**config.mk**
```make
export PLATFORM = sky130hd
export DESIGN_NAME = frame_bus_master
export DESIGN_NICKNAME = d
export VERILOG_FILES = /design/src/rtl/frame_bus_master.sv
export SDC_FILE = /design/constraint.sdc
export NUM_CORES = 1
export LEC_CHECK = 0
export ABC_AREA = 0
export BUFFER_PORTS_ARGS = -buffer_cell sky130_fd_sc_hd__buf_2
export CAP_MARGIN = 10
export CORE_ASPECT_RATIO = 1.4
export CORE_MARGIN = 2
export CORE_UTILIZATION = 45
export DETAILED_ROUTE_END_ITERATION = 8
export PLACE_DENSITY_LB_ADDON = 0.3
export SYNTH_ARGS = -nofsm -noshare
export SYNTH_HDL_FRONTEND = slang
export SYNTH_SLANG_ARGS = --single-unit
```
**constraint.sdc**
```tcl
create_clock -name clk -period 3.5 [get_ports clk]
set_input_delay 0.875 -clock clk [delete_from_list [all_inputs] [get_ports clk]]
set_output_delay 0.875 -clock clk [all_outputs]
set_load 0.005 [all_outputs]
```
**src/rtl/frame_bus_master.sv**
```systemverilog
// Byte-stream command front end: de-frames UART bytes, performs one peripheral register access, returns a framed reply.
// Optional FRAME_CHECKSUM_EN adds an XOR checksum byte to both the request and the reply payloads.
module frame_bus_master #(
   parameter int         NUM_PERIPH    = 128,
   parameter int         MAX_DATA      = 4,
   parameter int         SELECT_CYCLES = 2,
   parameter logic [7:0] START_CHAR    = 8'h01,
   parameter logic [7:0] ESC_CHAR      = 8'h02,
   parameter logic [7:0] END_CHAR      = 8'h03
) (
   input  logic                    clk,
   input  logic                    reset,
   input  logic [7:0]              rx_data,
   input  logic                    rx_valid,
   output logic [7:0]              tx_data,
   output logic                    tx_valid,
   input  logic                    tx_ready,
   output logic [7:0]              bus_addr,
   output logic                    bus_rw,
   output logic [8*MAX_DATA-1:0]   bus_wdata,
   input  logic [8*MAX_DATA-1:0]   bus_rdata,
   input  logic [2:0]              bus_size,
   output logic [NUM_PERIPH-1:0]   bus_select,
   output logic                    busy,
   output logic [7:0]              err_count,
   output logic [3:0]              state_dbg
);

`ifdef FRAME_CHECKSUM_EN
   localparam int CK = 1;
`else
   localparam int CK = 0;
`endif

   localparam logic [3:0] PAY_MAX  = 4'(2 + MAX_DATA + CK);
   localparam logic [3:0] RD_LEN   = 4'(2 + CK);
   localparam logic [3:0] WR_MIN   = 4'(3 + CK);
   localparam logic [2:0] MD3      = 3'(MAX_DATA);
   localparam logic [7:0] SEL_LAST = 8'(SELECT_CYCLES - 1);

   typedef enum logic [3:0] {
      ST_IDLE     = 4'd0,
      ST_RECV     = 4'd1,
      ST_CHECK    = 4'd2,
      ST_SETUP    = 4'd3,
      ST_SELECT   = 4'd4,
      ST_TX_START = 4'd5,
      ST_TX_BODY  = 4'd6,
      ST_TX_END   = 4'd7
   } state_t;

   state_t                  state_r, state_s;
   logic [7:0]              buf_r [0:15];
   logic [3:0]              cnt_r;
   logic                    esc_r;
   logic [7:0]              rx_xor_r;
   logic [7:0]              sel_cnt_r;
   logic [8*MAX_DATA-1:0]   rdata_r;
   logic [2:0]              rsize_r;
   logic [3:0]              bidx_r;
   logic                    esc_done_r;
   logic [7:0]              tx_cks_r;
   logic [7:0]              tx_data_r;
   logic                    tx_valid_r;
   logic [7:0]              bus_addr_r;
   logic                    bus_rw_r;
   logic [8*MAX_DATA-1:0]   bus_wdata_r;
   logic [NUM_PERIPH-1:0]   bus_select_r;
   logic [7:0]              err_r;

   logic                    tx_fire_s, restart_s, end_s, esc_set_s, store_s, overflow_s;
   logic                    frame_ok_s, err_inc_s;
   logic [3:0]              ndata_s, blen_s;
   logic [NUM_PERIPH-1:0]   sel_s;
   logic [7:0]              body_byte_s;

   function automatic logic is_special(input logic [7:0] b);
      return (b == START_CHAR) || (b == ESC_CHAR) || (b == END_CHAR);
   endfunction

   // Right-justify the first n received data bytes, first byte most significant
   function automatic logic [8*MAX_DATA-1:0] pack_wdata(input logic [3:0] n);
      logic [8*MAX_DATA-1:0] w;
      w = '0;
      for (int i = 0; i < MAX_DATA; i++) begin
         if (4'(i) < n) begin
            w      = w << 8;
            w[7:0] = buf_r[4'(i + 2)];
         end
      end
      return w;
   endfunction

   function automatic logic [7:0] data_byte(input logic [3:0] j);
      logic [7:0] b;
      b = 8'h00;
      for (int i = 0; i < MAX_DATA; i++) begin
         if (4'(i) == j) b = rdata_r[8*i +: 8];
      end
      return b;
   endfunction

   // Receive/decode/transmit helper decode
   always_comb begin
      tx_fire_s  = tx_valid_r && tx_ready;
      restart_s  = (state_r == ST_RECV) && rx_valid && !esc_r && (rx_data == START_CHAR);
      end_s      = (state_r == ST_RECV) && rx_valid && !esc_r && (rx_data == END_CHAR);
      esc_set_s  = (state_r == ST_RECV) && rx_valid && !esc_r && (rx_data == ESC_CHAR);
      store_s    = (state_r == ST_RECV) && rx_valid && !restart_s && !end_s && !esc_set_s;
      overflow_s = store_s && (cnt_r == PAY_MAX);
      ndata_s    = cnt_r - RD_LEN;
      if (buf_r[0][7]) frame_ok_s = (cnt_r == RD_LEN);
      else             frame_ok_s = (cnt_r >= WR_MIN) && (cnt_r <= PAY_MAX);
      if (CK == 1 && rx_xor_r != 8'h00) frame_ok_s = 1'b0;
      else                              frame_ok_s = frame_ok_s;
      for (int i = 0; i < NUM_PERIPH; i++) sel_s[i] = (buf_r[0][6:0] == 7'(i));
      blen_s = RD_LEN + {1'b0, rsize_r};
      if (bidx_r == 4'd0)                        body_byte_s = buf_r[0];
      else if (bidx_r == 4'd1)                   body_byte_s = buf_r[1];
      else if (CK == 1 && bidx_r == blen_s - 4'd1) body_byte_s = tx_cks_r;
      else                                       body_byte_s = data_byte({1'b0, rsize_r} + 4'd1 - bidx_r);
      err_inc_s = restart_s || overflow_s || ((state_r == ST_CHECK) && !frame_ok_s) || (busy && rx_valid);
   end

   // State register
   always_ff @(posedge clk or negedge reset) begin
      if (!reset) state_r <= ST_IDLE;
      else        state_r <= state_s;
   end

   // Next-state logic
   always_comb begin
      state_s = state_r;
      case (state_r)
         ST_IDLE:     if (rx_valid && rx_data == START_CHAR) state_s = ST_RECV; else state_s = ST_IDLE;
         ST_RECV:     if (end_s) state_s = ST_CHECK; else if (overflow_s) state_s = ST_IDLE; else state_s = ST_RECV;
         ST_CHECK:    if (frame_ok_s) state_s = ST_SETUP; else state_s = ST_IDLE;
         ST_SETUP:    state_s = ST_SELECT;
         ST_SELECT:   if (sel_cnt_r == SEL_LAST) state_s = ST_TX_START; else state_s = ST_SELECT;
         ST_TX_START: if (tx_fire_s) state_s = ST_TX_BODY; else state_s = ST_TX_START;
         ST_TX_BODY:  if (tx_fire_s && !esc_done_r && bidx_r == blen_s - 4'd1) state_s = ST_TX_END;
                      else state_s = ST_TX_BODY;
         ST_TX_END:   if (tx_fire_s) state_s = ST_IDLE; else state_s = ST_TX_END;
         default:     state_s = ST_IDLE;
      endcase
   end

   // State-decoded outputs
   always_comb begin
      busy      = (state_r != ST_IDLE) && (state_r != ST_RECV);
      state_dbg = state_r;
   end

   // Frame buffer, bus access and reply datapath
   always_ff @(posedge clk or negedge reset) begin
      if (!reset) begin
         for (int i = 0; i < 16; i++) buf_r[i] <= 8'h00;
         cnt_r <= 4'd0; esc_r <= 1'b0; rx_xor_r <= 8'h00; sel_cnt_r <= 8'd0;
         rdata_r <= '0; rsize_r <= 3'd0; bidx_r <= 4'd0; esc_done_r <= 1'b0; tx_cks_r <= 8'h00;
         tx_data_r <= 8'h00; tx_valid_r <= 1'b0; bus_addr_r <= 8'h00; bus_rw_r <= 1'b1;
         bus_wdata_r <= '0; bus_select_r <= '0; err_r <= 8'h00;
      end else begin
         if (err_inc_s && err_r != 8'hFF) err_r <= err_r + 8'd1;
         case (state_r)
            ST_IDLE: begin
               if (rx_valid && rx_data == START_CHAR) begin
                  cnt_r <= 4'd0; esc_r <= 1'b0; rx_xor_r <= 8'h00;
               end
            end
            ST_RECV: begin
               if (restart_s) begin
                  cnt_r <= 4'd0; esc_r <= 1'b0; rx_xor_r <= 8'h00;
               end else if (esc_set_s) begin
                  esc_r <= 1'b1;
               end else if (store_s && !overflow_s) begin
                  buf_r[cnt_r] <= rx_data;
                  cnt_r        <= cnt_r + 4'd1;
                  esc_r        <= 1'b0;
                  rx_xor_r     <= rx_xor_r ^ rx_data;
               end
            end
            ST_CHECK: begin
               if (frame_ok_s) begin
                  bus_addr_r  <= buf_r[1];
                  bus_rw_r    <= buf_r[0][7];
                  bus_wdata_r <= buf_r[0][7] ? '0 : pack_wdata(ndata_s);
               end
            end
            ST_SETUP: begin
               bus_select_r <= sel_s;
               sel_cnt_r    <= 8'd0;
            end
            ST_SELECT: begin
               if (sel_cnt_r == SEL_LAST) begin
                  // An out-of-range index never raised a select: reply carries no data
                  bus_select_r <= '0;
                  rdata_r      <= (bus_rw_r && bus_select_r != '0) ? bus_rdata : '0;
                  rsize_r      <= (!bus_rw_r || bus_select_r == '0) ? 3'd0 : ((bus_size > MD3) ? MD3 : bus_size);
               end else begin
                  sel_cnt_r <= sel_cnt_r + 8'd1;
               end
            end
            ST_TX_START: begin
               if (!tx_valid_r) begin
                  tx_data_r <= START_CHAR; tx_valid_r <= 1'b1;
                  bidx_r <= 4'd0; esc_done_r <= 1'b0; tx_cks_r <= 8'h00;
               end else if (tx_fire_s) begin
                  tx_valid_r <= 1'b0;
               end
            end
            ST_TX_BODY: begin
               if (!tx_valid_r) begin
                  tx_valid_r <= 1'b1;
                  if (is_special(body_byte_s) && !esc_done_r) begin
                     tx_data_r  <= ESC_CHAR;
                     esc_done_r <= 1'b1;
                  end else begin
                     tx_data_r  <= body_byte_s;
                     esc_done_r <= 1'b0;
                     tx_cks_r   <= tx_cks_r ^ body_byte_s;
                  end
               end else if (tx_fire_s) begin
                  tx_valid_r <= 1'b0;
                  if (!esc_done_r) bidx_r <= bidx_r + 4'd1;
               end
            end
            ST_TX_END: begin
               if (!tx_valid_r) begin
                  tx_data_r <= END_CHAR; tx_valid_r <= 1'b1;
               end else if (tx_fire_s) begin
                  tx_valid_r <= 1'b0;
               end
            end
            default: begin
               tx_valid_r <= 1'b0;
            end
         endcase
      end
   end

   assign tx_data    = tx_data_r;
   assign tx_valid   = tx_valid_r;
   assign bus_addr   = bus_addr_r;
   assign bus_rw     = bus_rw_r;
   assign bus_wdata  = bus_wdata_r;
   assign bus_select = bus_select_r;
   assign err_count  = err_r;

endmodule

```
* After elaboration in Yosys (flattened, before gate mapping)
Cells that the tools add are included.
Widths: inputs -> output; s select.
** Operators by class
- $add $sub $neg :: 9
- Magnitude comparators :: 9
- Equality and inequality tests :: 162
- Muxes and demuxes :: 58
- Bitwise logic cells :: 3
- Reductions and logical operators :: 59
** Operators with widths (count)
- $eq 7x7->1 const B :: 64
- $pmux 128 s2 :: 1
- $eq 7x6->1 const B :: 32
- $mux 32 :: 5
- $bwmux 128 :: 1
- $logic_not 128->1 :: 1
- $mux 128 :: 1
- $reduce_bool 128->1 :: 1
- $eq 7x5->1 const B :: 16
- $mux 8 :: 13
- $eq 7x4->1 const B :: 8
- $demux 8 s4 :: 1
- $eq 8x2->1 const B :: 4
- $mux 4 :: 8
- $pmux 4 s8 :: 1
- $eq 7x3->1 const B :: 4
- $eq 8x1->1 const B :: 3
- $pmux 8 s3 :: 1
- $logic_and 1x1->1 :: 22
- $eq 4x3->1 const B :: 5
- $ne 2x2->1 const B :: 9
- $add 8x1->8 const B :: 2
- $pmux 4 s2 :: 2
- $pmux 8 s2 :: 1
- other kinds (44) :: 94
** Storage, ports and cells
- Flip-flop bits (word level) :: 371
- Output and inout bits :: 191

* Longest topological paths before layout
- Depth after elaboration :: 16
- Mapped depth :: 13
- Mapped depth without buffers :: 12

* Least setup slack after synthesis
OpenSTA, ideal clock, no wires.
- Path type :: flip-flop to flip-flop
- From :: reg bidx_r[1]
- To :: reg esc_done_r
- Library setup time :: 0.077 ns
- Arrival :: 2.807 ns
- Data required time :: 3.423 ns
- Path slack :: 0.616 ns
- Stages on the path, launching flop included :: 11
- Period minus slack after synthesis :: 2.884 ns
- Path through :: dfrtp_1 ha_1 inv_1 ha_1 clkbuf_1 mux2_2 a22o_1 a221oi_2 a21oi_2 or4_4 o21ai_1
** Between the ends
- Word-level cells in the longest chain between the ends :: 15
- Elaborated cells on any way between the ends :: 22
- Classes of those cells :: add/sub (1); eq/ne (7); mux (9); reduce/logical (5)
** RTL lines
- from (decl) :: line 60 : logic [3:0] bidx_r;
- from (signal assigned) :: line 224 : if (!esc_done_r) bidx_r <= bidx_r + 4'd1;
- $sub 4x4->4 :: line 121 : else body_byte_s = data_byte({1'b0, rsize_r} + 4'd1 - bidx_r);
- $logic_not 4->1 :: line 98 : if (4'(i) == j) b = rdata_r[8*i +: 8];
- $mux 8 (4 in a row) :: line 98
- $mux 8 :: line 119 : else if (bidx_r == 4'd1) body_byte_s = buf_r[1];
- $mux 8 (*) :: line 118 : if (bidx_r == 4'd0) body_byte_s = buf_r[0];
- $eq 8x1->1 / $eq 8x2->1 (equally long branches) :: line 78 : return (b == START_CHAR) || (b == ESC_CHAR) || (b == END_CHAR);
- $logic_or 1x1->1 :: line 78
- $logic_or 1x1->1 (*) :: line 78
- $logic_and 1x1->1 (*) :: line 214 : if (is_special(body_byte_s) && !esc_done_r) begin
- $mux 1 (*) :: line 214
- $mux 1 (*) :: line 212 : if (!tx_valid_r) begin
- $pmux 1 s2 (*) :: line 164 : case (state_r)
- to (signal assigned) :: line 159 : rdata_r <= '0; rsize_r <= 3'd0; bidx_r <= 4'd0; esc_done_r <= 1'b0; tx_cks_r <= 8'h00;
- to (signal assigned) :: line 216 : esc_done_r <= 1'b1;
- to (signal assigned) :: line 219 : esc_done_r <= 1'b0;
- to (decl) :: line 61 : logic esc_done_r;
Every way passes the cells marked *; elsewhere a longest branch is shown, timed or not. The select of a mux whose other input is x is not followed.
A chain may end at the register's enable or synchronous reset.

* Worst setup path after layout
- From :: reg bidx_r[0]
- To :: reg tx_data_r[1], in the netlist tx_data[1]
** Between the ends
- Word-level cells in the longest chain between the ends :: 15
- Elaborated cells on any way between the ends :: 22
- Classes of those cells :: add/sub (1); eq/ne (7); mux (9); reduce/logical (5)
** RTL lines
- $sub 4x4->4 :: line 121
- $logic_not 4->1 :: line 98
- $mux 8 (4 in a row) :: line 98
- $mux 8 :: line 119
- $mux 8 (*) :: line 118
- $eq 8x1->1 / $eq 8x2->1 (equally long branches) :: line 78
- $logic_or 1x1->1 (2 in a row) :: line 78
- $logic_and 1x1->1 :: line 214
- $mux 8 (*) :: line 214
- $mux 8 (*) :: line 212
- $pmux 8 s3 (*) :: line 164
- to (signal assigned) :: line 218 : tx_data_r <= body_byte_s;
- to (decl) :: line 63 : logic [7:0] tx_data_r;
Marked as above.

==> flow_summary.ini <==
[synth]
synthTopCellsByArea = dfrtp_1, o31ai_1, nand2_1, mux2_2, a22o_1
syn_area_um2 = 13400
async_flop_share = 1.00
syn_inst = 1269
ys_seq_area_frac = 0.541
ys.flop_type = dfrtp_1
synth_top_area_cell = dfrtp_1
synth_area_per_cell_um2 = 10.6
ys_ff_latch = 290
synth_edf_count = 0
synth.distinct_cells = 68
yosys_warnings = 0
synthesis.nets = 1336
synth_top_cell_area_share = 0.539

[layout]
area_growth_pct = 19.8
layout-drive-gt1-share = 0.260
register_area_um2 = 7260
multi_input_area_um2 = 5740
nets = 1535
fill_cells = 2608
insertedDiodeCount = 0

[job]
cap_violations = 0

[clock_network]
cts_made_buffers = 30
cts_max_level = 1
clk_pin_slew_ps = 60
hold_buffers = 0
cts_root_buf = clkbuf_16
postCtsSetupBuffers = 0
cts_sinks = 290
post_cts_resized = 0
cts_tree = yes
clock_latency_ps = 560
cts_buffer_depth = 3

[sta]
fin_crit_sh = 0.853
drv_slew = 0
setup_tns_ps = 0
hold_viol_final = 0
worst_slew_pin_slew_ps = 991
fmax_mhz = 335
fin_skew_ps = 10.1
setup_viol = 0
max_slew_margin = 0.338
fin_ws_ps = 516
rsz0062_at_grt = false
fin_crit_ps = 2980

[placement]
gp_congestion = 0.884
dp_worst_setup_slack_ps = 466
dpl.hpwl_um = 26500
io_buffers = 236

[routing]
vias = 10900
drc = 0
antenna_left = 0
routed_via_density = 5.81
drt_wl_total_um = 37300
drt_iter0_markers = 669
first_pass_iters = 6
wire_per_inst_um = 20.0

[floorplan]
design.die.area_um2 = 31200
core_um2 = 29300
die_width_um = 150
io_pins = 238
initial_utilization = 0.459
die_y_um = 208
rows = 74

[setup_path]
r2r_cells = 8
r2r_start = bidx_r[0]
startpoint_type = flip-flop
r2r_end = tx_data[1]
endpoint = tx_data[1]
crit_path_max_fanout = 11
endpoint_kind = flip-flop
cp-startpoint = bidx_r[0]
reg2reg_slack_ps = 520
crit_type = reg -> reg
required_ps = 3990
arrival_ps = 3470

[grt]
antenna_found_initial = 0
grtUsageTotal = 0.238
grt_max_degree = 79
grt_pass1_vias = 10500
grt_pass1_wl_um = 58600
grt_overflow = 0

[worst_hold_path]
hp-class = in -> async

[pwr]
leakage_nw = 7.84
p_per_area_nw_per_um2 = 610
ir_worst_vdd_mv = 0.608

[outcome]
status = complete, no violations
worst min path at each step:
| stage | start | end | slack (ps) | cells past startpoint |
|---|---|---|---|---|
| 5_1_grt | reset | bus_select[70] | 320 | 1 |
| 3_5_place_dp | bus_wdata[2] | bus_wdata[2] | 470 | 2 |
| 2_1_floorplan | rdata_r[24] | rdata_r[24] | 470 | 1 |
| 4_1_cts | reset | bus_select[76] | 300 | 1 |
| 3_3_place_gp | bus_wdata[4] | bus_wdata[4] | 460 | 2 |
| 6_report | reset | bus_select[70] | 270 | 1 |
critical path, stage by stage (launching register included):
cell and delay [ps]:
dfrtp_1 430, inv_1 100, ha_1 580, mux4_2 550
and3_1 190, o21ai_0 190, o2111ai_1 180, or4_4 560
o21ai_1 130
Yosys cell counts (4+ instances only):
cell / n
nand2_1: 212
nor3b_1: 10
xor2_1: 10
o31a_1: 7
a22oi_1: 15
o21ai_1: 12
ha_1: 19
nor2_1: 44
a22o_1: 46
dfrtp_1: 289
mux2_2: 65
clkbuf_1: 84
mux2i_1: 7
mux4_2: 4
nor2b_1: 23
o31ai_1: 132
xnor2_1: 8
o221ai_1: 7
nor4_1: 38
inv_1: 20
nand2b_1: 19
a211oi_1: 7
o21ai_0: 37
and3_1: 9
nand4_1: 21
nor3_1: 8
a21oi_1: 22
nand3_1: 35
cell usage in the layout (no fill, tap or decap), drive strengths merged, types with 3 or more instances in the layout:
cell,n
a32oi,3
a22oi,15
a21oi,23
inv,20
o21ai,49
clkinv,3
mux2i,7
o31ai,132
xor2,10
o221ai,7
nand2b,19
dfrtp,289
mux2,68
nor3b,10
or2,5
nand4,21
o31a,7
and3,9
nor2,44
xnor2,8
a22o,46
nand2,212
a211oi,7
ha,19
nor2b,23
mux4,4
buf,258
nor4,38
bufinv,6
nand4b,3
nor3,9
clkbuf,43
nand3,35
flip-flops by register name, summed over array words and instances, names as in the netlist:
| signal | count |
|---|---|
| bus_select | 128 |
| buf_r | 48 |
| bus_wdata | 32 |
| rdata_r | 32 |
| bus_addr | 8 |
| err_count | 8 |
| sel_cnt_r | 8 |
| tx_data | 8 |
| bidx_r | 4 |
| cnt_r | 4 |
| rsize_r | 3 |
| state_dbg | 3 |
| bus_rw | 1 |
| esc_done_r | 1 |
| esc_r | 1 |
| tx_valid | 1 |
metrics by stage:
stage | instance area [um^2] | power, mW | hold slack (ps) | std cells | util
floorplan | 13400 | 5.56 | 467 | 1269 | -
CTS | 16100 | 9.86 | 300 | 1870 | 0.549
global route | 16100 | 10.3 | 322 | 1870 | 0.549
finish | 16100 | 9.80 | 267 | 1870 | 0.549
global placement | 15000 | 6.31 | 459 | 1816 | 0.512
detailed placement | 15000 | 6.34 | 465 | 1816 | 0.512
cells by family after synthesis:
family | count (synthesis) | synth area share
AOI/OAI and AO/OA | 311 | 0.169
buffers and inverters | 111 | 0.0321
adders and majority gates | 20 | 0.0192
DFF | 290 | 0.541
muxes | 79 | 0.0690
other | 1 | 0.000280
xor gates and xnor gates | 19 | 0.0134
and+or+nand+nor | 438 | 0.156
report_power, final:
part | total [mW] | switching (mW) | internal [mW]
Sequential | 3.82 | 0.266 | 3.56
Clock | 3.50 | 1.32 | 2.18
Combinational | 2.48 | 1.63 | 0.849
Total | 9.80 | 3.21 | 6.59
layer usage:
metal / vias to the layer above / track usage / share of wire
li1: 5053 / - / -
met1: 5361 / 0.316 / 0.42
met2: 396 / 0.402 / 0.50
met3: 61 / 0.0340 / 0.062
met4: 0 / 0.0719 / 0.026
met5: - / 0 / 0
cell type report:
class | instances | share of cell area
clock buffer | 43 | 0.0548
clock inverter | 11 | 0.0131
inverter | 20 | 0.00467
multi-input combinational | 868 | 0.357
sequential | 290 | 0.452
tap | 380 | 0.0296
timing repair buffer | 258 | 0.0891
No activity file was read; power rests on OpenSTA's default activity.
